$ cat src/rtl/ext_master_arbiter.sv
// ext_master_arbiter: shares one external-bus master port between two
// requesters with round-robin arbitration. A granted transaction is held on
// the master port until the bridge acknowledges it. The completion is then
// returned to the owner as a one-cycle acknowledge pulse.
//
// Handshake: a requester raises read or write (level) with address, byte
// enables and write data stable, and holds them until its acknowledge pulse.
// Write wins if both are high. The master side drives read/write with
// constant m_* fields until a one-cycle m_acknowledge arrives.
//
// Optional build macro ARB_TIMEOUT_EN adds an acknowledge watchdog that
// aborts a stalled transaction after TIMEOUT_CYCLES busy cycles. The aborted
// transaction returns 32'hDEADBEEF and sets a sticky per-requester error.
module ext_master_arbiter #(
  parameter int ADDR_W         = 12,
  parameter int DATA_W         = 32,
  parameter int TIMEOUT_CYCLES = 1024
) (
  input  logic                clk,
  input  logic                reset,
  input  logic [ADDR_W-1:0]   r0_address,
  input  logic [DATA_W/8-1:0] r0_byte_enable,
  input  logic                r0_read,
  input  logic                r0_write,
  input  logic [DATA_W-1:0]   r0_write_data,
  output logic                r0_acknowledge,
  output logic [DATA_W-1:0]   r0_read_data,
  input  logic [ADDR_W-1:0]   r1_address,
  input  logic [DATA_W/8-1:0] r1_byte_enable,
  input  logic                r1_read,
  input  logic                r1_write,
  input  logic [DATA_W-1:0]   r1_write_data,
  output logic                r1_acknowledge,
  output logic [DATA_W-1:0]   r1_read_data,
  output logic [ADDR_W-1:0]   m_address,
  output logic [DATA_W/8-1:0] m_byte_enable,
  output logic                m_read,
  output logic                m_write,
  output logic [DATA_W-1:0]   m_write_data,
  input  logic                m_acknowledge,
  input  logic [DATA_W-1:0]   m_read_data,
  output logic [1:0]          timeout_err
);

  localparam int BE_W = DATA_W / 8;

  typedef enum logic [1:0] {
    S_IDLE = 2'd0,
    S_BUSY = 2'd1,
    S_DONE = 2'd2
  } state_t;

  state_t r_state;
  logic   r_last_grant;  // requester served most recently
  logic   r_grant;       // owner of the transaction in flight

  logic              w_r0_req;
  logic              w_r1_req;
  logic              w_any_req;
  logic              w_pick;
  logic [ADDR_W-1:0] w_sel_address;
  logic [BE_W-1:0]   w_sel_byte_enable;
  logic [DATA_W-1:0] w_sel_write_data;
  logic              w_sel_write;

`ifdef ARB_TIMEOUT_EN
  localparam int CNT_W = $clog2(TIMEOUT_CYCLES + 1);
  logic [CNT_W-1:0] r_cnt;
`endif

  // Round-robin pick and mux of the winning requester's fields
  always_comb begin
    w_r0_req          = r0_read | r0_write;
    w_r1_req          = r1_read | r1_write;
    w_any_req         = w_r0_req | w_r1_req;
    w_pick            = (w_r0_req && w_r1_req) ? ~r_last_grant : w_r1_req;
    w_sel_address     = w_pick ? r1_address     : r0_address;
    w_sel_byte_enable = w_pick ? r1_byte_enable : r0_byte_enable;
    w_sel_write_data  = w_pick ? r1_write_data  : r0_write_data;
    w_sel_write       = w_pick ? r1_write       : r0_write;
  end

  // Arbitration FSM with all outputs registered
  always_ff @(posedge clk or posedge reset) begin
    if (reset) begin
      r_state        <= S_IDLE;
      r_last_grant   <= 1'b1;
      r_grant        <= 1'b0;
      m_address      <= '0;
      m_byte_enable  <= '0;
      m_read         <= 1'b0;
      m_write        <= 1'b0;
      m_write_data   <= '0;
      r0_acknowledge <= 1'b0;
      r1_acknowledge <= 1'b0;
      r0_read_data   <= '0;
      r1_read_data   <= '0;
`ifdef ARB_TIMEOUT_EN
      r_cnt          <= '0;
      timeout_err    <= 2'b00;
`endif
    end else begin
      r0_acknowledge <= 1'b0;
      r1_acknowledge <= 1'b0;
      case (r_state)
        S_IDLE: begin
          if (w_any_req) begin
            m_address     <= w_sel_address;
            m_byte_enable <= w_sel_byte_enable;
            m_write_data  <= w_sel_write_data;
            m_write       <= w_sel_write;
            m_read        <= ~w_sel_write;
            r_grant       <= w_pick;
            r_state       <= S_BUSY;
`ifdef ARB_TIMEOUT_EN
            r_cnt         <= '0;
`endif
          end
        end
        S_BUSY: begin
          if (m_acknowledge) begin
            m_read       <= 1'b0;
            m_write      <= 1'b0;
            r_last_grant <= r_grant;
            r_state      <= S_DONE;
            if (r_grant) begin
              r1_acknowledge <= 1'b1;
              r1_read_data   <= m_write ? '0 : m_read_data;
            end else begin
              r0_acknowledge <= 1'b1;
              r0_read_data   <= m_write ? '0 : m_read_data;
            end
          end
`ifdef ARB_TIMEOUT_EN
          else if (r_cnt == CNT_W'(TIMEOUT_CYCLES)) begin
            m_read       <= 1'b0;
            m_write      <= 1'b0;
            r_last_grant <= r_grant;
            r_state      <= S_DONE;
            if (r_grant) begin
              r1_acknowledge <= 1'b1;
              r1_read_data   <= DATA_W'(32'hDEADBEEF);
              timeout_err[1] <= 1'b1;
            end else begin
              r0_acknowledge <= 1'b1;
              r0_read_data   <= DATA_W'(32'hDEADBEEF);
              timeout_err[0] <= 1'b1;
            end
          end else begin
            r_cnt <= r_cnt + CNT_W'(1);
          end
`endif
        end
        S_DONE: begin
          // Acknowledge drops via the default; requester gets a cycle to
          // release its strobe before the next arbitration.
          r_state <= S_IDLE;
        end
        default: r_state <= S_IDLE;
      endcase
    end
  end

`ifndef ARB_TIMEOUT_EN
  assign timeout_err = 2'b00;
`endif

endmodule

$ cat config.mk
export PLATFORM = sky130hd
export DESIGN_NAME = ext_master_arbiter
export DESIGN_NICKNAME = d
export VERILOG_FILES = /design/src/rtl/ext_master_arbiter.sv
export SDC_FILE = /design/constraint.sdc
export NUM_CORES = 1
export LEC_CHECK = 0
export ABC_AREA = 1
export CAP_MARGIN = 20
export CORE_UTILIZATION = 45
export DETAILED_ROUTE_END_ITERATION = 8
export GPL_TIMING_DRIVEN = 0
export HOLD_SLACK_MARGIN = 0.15
export PLACE_DENSITY_LB_ADDON = 0.05
export SLEW_MARGIN = 20
export SYNTH_ARGS = -nofsm -noshare
export SYNTH_HDL_FRONTEND = slang
export SYNTH_SLANG_ARGS = --single-unit
$ cat constraint.sdc
create_clock -name clk -period 8.3 [get_ports clk]
set_input_delay 1.66 -clock clk [delete_from_list [all_inputs] [get_ports clk]]
set_output_delay 1.66 -clock clk [all_outputs]
set_load 0.02 [all_outputs]
# Word-level counts from Yosys, hierarchy flattened
# Cells that the tools add are included.
word_totals:
  reg_bits: 120
  input_bits: 135
  elab_cells: 50
classes:
  mux: 20
  bitwise: 6
  reduce_logical: 9
  eq_ne: 3
ops:
  columns: ["operator", "count"]
  rows:
  - ["$mux W32", 2]
  - ["$mux W12", 1]
  - ["$mux W1", 11]
  - ["$reduce_and A3 Y1", 3]
  - ["$reduce_and A2 Y1", 3]
  - ["$mux W2", 2]
  - ["$mux W4", 1]
  - ["$ne A2 B2 Y1 const B", 2]
  - ["$pmux W1 S2", 2]
  - ["$pmux W2 S2", 1]
  - ["$not A1 Y1", 3]
  - ["$or A1 B1 Y1", 3]
  - ["$eq A2 B1 Y1 const B", 1]
  - ["$logic_not A2 Y1", 1]
  - ["$reduce_bool A2 Y1", 1]
  - ["$logic_and A1 B1 Y1", 1]

# Depth between registers and ports, before layout
# Gate-level depths: netlist (run 1).
depth:
  depth_word: 7
  depth_mapped: 8
  depth_no_buf: 7

# Least setup slack after synthesis (run 1)
# No wires, ideal clock.
synth_path:
  kind: "input to register"
  startpoint: "input r0_write"
  endpoint: "register m_write_data[14]"
  required_ns: 8.179
  cell_stages: 6
  path_buffers: 2
  t_arrival_ns: 2.373
  setup_slack_ns: 5.806
  path_cell_list: "o21ai_1 -> nand2_2 -> buf_4 -> buf_6 -> nor2_1 -> o21ai_1"
synth_via:
  elab_chain_len: 4
synth_rtl:
  columns: ["element", "line_no", "text"]
  rows:
  - ["start: declaration", "24", "input logic r0_write,"]
  - ["$or A1 B1 Y1 *", "73", "w_r0_req = r0_read | r0_write;"]
  - ["$logic_and A1 B1 Y1", "76", "w_pick = (w_r0_req && w_r1_req) ? ~r_last_grant : w_r1_req;"]
  - ["$mux W1", "76", null]
  - ["$mux W32", "79", "w_sel_write_data = w_pick ? r1_write_data : r0_write_data;"]
  - ["end signal: assignment", "110", "m_write_data <= w_sel_write_data;"]
  - ["end: declaration", "39", "output logic [DATA_W-1:0] m_write_data,"]
# Mark *: on every way between the ends. The rest lies on a longest branch, timed or not.
# A chain may end at the register's enable or synchronous reset.

# Final worst setup path (run 1)
layout_path:
  startpoint: "register m_write_data[20]"
  endpoint: "output m_write_data[20]"
# No word-level cell between the ends.

==> key figures, run 1 <==
Run status
  • Outcome: complete, no violations

Layout
  • Area of the multi-input gates: between 0.002 and 0.0025 mm^2
  • P&R area growth vs syn: 60.8%
  • Most common cell after layout, fill and taps aside: nand2_1
  • Non-Filler Instances: around 1200
  • Post-route cell area: around 0.009 mm^2
  • Antenna Cells: 0
  • Final Core Density: 0.746
  • Layout cells sized above 1: 0.0624
  • Fillcell total: between 900 and 1000
  • Most frequent cells in the layout: 282 x nand2_1, 250 x clkdlybuf4s50_1, 119 x dfrtp_1
  • Final nets: 1148
  • Register Area: around 0.0030 mm^2

Clocking
  • Clock Pin Slew Worst Setup and Hold Paths: about 0.05 ns
  • CTS tree: built
  • Sink Count: 120
  • CTS buffer count: 17
  • Clock buffer depth: 2
  • Root Buffer: clkbuf_16
  • Post-CTS Resized: 0
  • Setup repair bufs after CTS: 0
  • H-tree depth: 4
  • Clk Latency, worst-skew pair: just over 0.4 ns
  • Hold_buf cts: 0

Flow run
  • Maxcap violations: 0

STA
  • Fin. Hold Viols: 0
  • RSZ-0062 raised after global routing: false
  • PnR worst setup slack: roughly 5.2 ns
  • Worst Clk Skew: ~0.0033 ns
  • Final Cycle Share: 0.373
  • Max-slew violations: 0
  • Slew @ Worst Pin: 0.510 ns
  • Worst Hold Margin: 0.485 ns
  • Slew HR: 0.660
  • Min Clock Period, post-route: 3.10 ns
  • Post-route setup TNS: 0 ns
  • Fmax: between 300 and 400 MHz
  • Setup Viol. Count Final: 0

Yosys
  • Register bit total from synthesis: between 100 and 150
  • Syn. warnings: 0
  • Yosys cell types: 19
  • Netlist Area Pre-Place: around 0.0056 mm^2
  • Post-Syn Area per Cell: roughly 7.5 um^2
  • Post-synthesis adder-cell area fraction: 0
  • Simple-gate share of the synthesized area: 0.256
  • Cells after synthesis: 742
  • Sequential share of the synthesized area: 0.537
  • Largest family of logic cells by synthesized area: simple AND/OR/NAND/NOR gates
  • Xor-xnor portion of the synthesized cell area: 0
  • Mux cell area share after synthesis: 0
  • Compound-cell area share of the yosys netlist: 0.105

Floorplanning
  • Die Area: 0.0129 mm^2
  • Die height: about 110 um
  • Initial Util: 0.464
  • IO Count: between 200 and 300
  • Core Footprint: approximately 0.012 mm^2
  • DIE WIDTH: ~110 um
  • # rows: 40

Power
  • Static Leakage: about 4.4 nW
  • Pint: ~2.1 mW
  • Switching share of power: 0.395
  • Pwr dens: ~400 mW/mm^2
  • Total power: approximately 3.5 mW
  • Psw: between 1 and 1.5 mW
  • Combinational power share: 0.485
  • Flop pwr share: 0.287
  • Clock power share: 0.228
  • Maximum VDD drop: 204 uV

GRT
  • Vias in the first global route: 5547
  • GRT Residual Overflow: 0
  • Largest net degree at the start of global routing: between 60 and 70
  • Initial antenna violation count: 0
  • First-pass GRT wire length: 27.0 mm
  • Total track usage: 0.272

Routing
  • DR DRC count: 0
  • Post-Route WL: 16.5 mm
  • Via/cell ratio: around 4.6
  • Pre-antenna DRT Iters: 4
  • Total number of vias: roughly 5500
  • WL per Instance: ~14 um
  • Initial detailed-routing violation count: between 400 and 500
  • Post-route ant nets: 0

Critical path
  • Max incr delay on CP: 0.63 ns
  • Maximum fanout along the worst path: 2
  • Worst-path cell chain: clkdlybuf4s50_1
  • CP Buf/Inv Count: 1
  • CP delay by family, top: buffers and inverters
  • CP required: approximately 6.6 ns
  • Crit path arrival time: ~1.4 ns
  • Slowest cell on crit path: clkdlybuf4s50_1
  • Startpoint types: flop
  • Kind of critical path: reg2out
  • Critical path endpoint category: output port

Placed design
  • Inst Count DP: approximately 1200
  • Detail Placement HPWL: roughly 12 mm
  • Worst slack at placement: between 5 and 6 ns
  • IO Port Bufs: 250
  • RD Place Congestion: around 0.81
  • Post-DP Area: approximately 0.0083 mm^2

Worst hold path
  • Hold/Removal Path Class: reg2reg
-- cells in the mapped netlist (all sizes together) --
cell / n / area share
a21oi: 1 / 0.00089
nor2: 86 / 0.060
clkbuf: 17 / 0.011
o21ai: 116 / 0.10
dfstp: 1 / 0.0047
nand2: 286 / 0.19
buf: 27 / 0.032
dfrtp: 119 / 0.53
nand3: 1 / 0.00089
inv: 87 / 0.058
conb: 1 / 0.00067
-- logic make-up (layout without fill, tap and decap cells) --
kind of cell | count (synthesis) | count (layout)
AO/OA/AOI/OAI | 117 | 117
buffers and inverters | 131 | 413
flip-flops | 120 | 120
other | 1 | 2
AND/OR/NAND/NOR | 373 | 373
-- area by class of cell --
type / count / share of cell area
inverters: 87 / 0.0369
multi-input cells: 492 / 0.225
clock buffers: 19 / 0.0504
plain buffers: 44 / 0.0267
clock inverters: 12 / 0.0221
repair buffers: 251 / 0.281
well taps: 168 / 0.0234
flip-flops and latches: 120 / 0.334
-- power by group through the flow --
stage	clock (mW)	sequential, mW	combinational (mW)
2_1_floorplan	0	1.34	0.590
3_3_place_gp	0	1.01	1.70
3_5_place_dp	0	1.02	1.72
4_1_cts	0.815	1.02	1.74
5_1_grt	0.847	1.05	1.88
6_report	0.808	1.02	1.72
-- final timing paths --
check                                       from               end  slack, ns  cells past startpoint
worst max-delay path            m_write_data[20]  m_write_data[20]       5.20                      1
worst min-delay path            m_write_data[31]  m_write_data[31]       0.48                      2
worst max register to register      r_last_grant   m_write_data[3]       6.81                      5
worst min register to register  m_write_data[31]  m_write_data[31]       0.48                      2
max in group asynchronous                  reset      r_last_grant       5.90                      3
min in group asynchronous                  reset  r0_read_data[16]       1.66                      2
-- worst reg2reg max path: stages (launching register included) --
cell	delay [ns]
dfstp_2	0.53
o21ai_1	0.09
nand2_2	0.15
clkbuf_1	0.38
nor2_1	0.12
o21ai_1	0.14
-- registers in the layout, summed over array words and instances, names as in the netlist --
name	count
m_write_data	32
r0_read_data	32
r1_read_data	32
m_address	12
m_byte_enable	4
r_state	2
m_read	1
m_write	1
r0_acknowledge	1
r1_acknowledge	1
r_grant	1
r_last_grant	1
-- layer usage --
metal  up-vias  GRT usage  routed length, um
li1       2782          -                  -
met1      2523      0.303               6470
met2       197      0.472               8170
met3        28      0.106               1460
met4         0     0.0991                403
met5         -          0                  0
No activity file was read; power rests on OpenSTA's default activity.
==> run 2: changes to the inputs <==
- CORE_UTILIZATION: 45 -> 42
- clock period: 8.3 -> 3.2 ns (I/O delays scaled with it)
==> key figures, run 2 (same netlist as run 1, synthesis figures left out) <==
STA
  • Final Cycle Share: 0.649
  • Slew @ Worst Pin: 0.554 ns
  • Fmax: 482 MHz
  • Worst Hold Margin: 0.485 ns
  • RSZ-0062 raised after global routing: false
  • Fin. Hold Viols: 0
  • Max-slew violations: 0
  • Slew HR: 0.631
  • Min Clock Period, post-route: 2.08 ns
  • Worst Clk Skew: around 0.006 ns
  • Setup Viol. Count Final: 0

Routing
  • Initial detailed-routing violation count: ~320
  • Post-route ant nets: 0
  • Via/cell ratio: roughly 4.6
  • Pre-antenna DRT Iters: 4
  • Post-Route WL: about 17 mm
  • DR DRC count: 0
  • WL per Instance: 13.9 um
  • Total number of vias: 5512

Placed design
  • IO Port Bufs: 250
  • Post-DP Area: 0.00840 mm^2
  • Detail Placement HPWL: ~12 mm
  • RD Place Congestion: about 0.8

Layout
  • Regs by FF count: m_write_data x32, r0_read_data x32, r1_read_data x32
  • P&R area growth vs syn: 59.3%
  • Fillcell total: between 1000 and 1500
  • Antenna Cells: 0
  • Post-route cell area: approximately 0.0089 mm^2
  • Register Area: around 0.0030 mm^2
  • Most common cell after layout, fill and taps aside: nand2_1
  • Layout cells sized above 1: 0.0584
  • Most frequent cells in the layout: 282 x nand2_1, 250 x clkdlybuf4s50_1, 119 x dfrtp_1
  • Final Core Density: 0.694
  • Area of the multi-input gates: 0.00202 mm^2
  • Final nets: about 1200

Floorplanning
  • Initial Util: 0.436
  • Die height: approximately 120 um
  • # rows: 41
  • DIE WIDTH: between 100 and 150 um
  • Die Area: about 0.014 mm^2
  • IO Count: 253
  • Core Footprint: 0.0128 mm^2

Clocking
  • Clock buffer depth: 2
  • Clock Pin Slew Worst Setup and Hold Paths: roughly 0.050 ns
  • CTS buffer count: 17
  • Hold_buf cts: 0
  • Root Buffer: clkbuf_16
  • Setup repair bufs after CTS: 0
  • Clk Latency, worst-skew pair: 0.41 ns
  • H-tree depth: 4
  • Post-CTS Resized: 0
  • CTS tree: built
  • Sink Count: 120

Power
  • Maximum VDD drop: around 490 uV
  • Static Leakage: 4.42 nW
  • Pwr dens: between 900 and 1000 mW/mm^2
  • Total power: 8.78 mW

Critical path
  • Slowest cell on crit path: clkdlybuf4s50_1
  • CP Buf/Inv Count: 1
  • Crit path arrival time: between 1 and 1.5 ns
  • Startpoint types: flop
  • Maximum fanout along the worst path: 2
  • Max incr delay on CP: around 0.66 ns
  • Worst-path cell chain: clkdlybuf4s50_1
  • Kind of critical path: reg2out
  • Critical path endpoint category: output port
  • CP delay by family, top: buffers and inverters
  • CP required: 2.56 ns

GRT
  • Largest net degree at the start of global routing: 32
  • Vias in the first global route: between 5000 and 6000
  • Initial antenna violation count: 0
  • First-pass GRT wire length: approximately 28 mm
  • GRT Residual Overflow: 0
  • Total track usage: 0.257

Worst hold path
  • Hold/Removal Path Class: reg2reg

Run status
  • Outcome: complete, no violations

Flow run
  • Maxcap violations: 0
run 2: changes by cell type in the layout (fill, tap and decap cells not counted), moves of 2 or more:
cell,before,now
buf_12,0,4
clkinv_2,2,4
clkbuf_1,17,23
bufinv_16,5,0
clkinvlp_4,4,1
run 2: path summary, 6_finish.rpt:
kind                                  start          endpoint  slack [ns]  depth (start not counted)
setup / recovery           m_write_data[21]  m_write_data[21]        1.12                          1
hold / removal                 m_address[6]      m_address[6]        0.48                          2
setup reg to reg                    m_write   r1_read_data[0]        1.67                          5
hold reg to reg                m_address[6]      m_address[6]        0.48                          2
max in group asynchronous             reset      r_last_grant        1.86                          4
min in group asynchronous             reset  r0_read_data[19]        0.58                          2
run 2: where the power goes:
part           switching, mW  internal (mW)
sequential             0.388           2.25
clock                  0.635           1.03
combinational           2.56           1.91
total                   3.59           5.20
run 2: metal layers:
| layer | global-route usage | vias up | part of all wire |
|---|---|---|---|
| met4 | 0.0925 | 0 | 0.020 |
| met1 | 0.298 | 2490 | 0.40 |
| met5 | 0 | - | 0 |
| li1 | - | 2792 | - |
| met2 | 0.434 | 207 | 0.49 |
| met3 | 0.0924 | 23 | 0.089 |
run 2: per-stage QoR:
step                      instances  TNS, ns  setup slack, ns
after global routing           1199        0             1.08
after floorplan                 743        0             1.09
after global placement         1165   -14.58           -0.129
final                          1199        0             1.12
after detailed placement       1169        0            0.991
after CTS                      1199        0             1.09
run 2: layout make-up:
class,instances,share of cell area
multi-input combinational,492,0.227
clock inverter,4,0.00225
sequential,120,0.337
timing repair buffer,254,0.290
tap,172,0.0242
inverter,87,0.0371
clock buffer,26,0.0549
buffer,44,0.0270
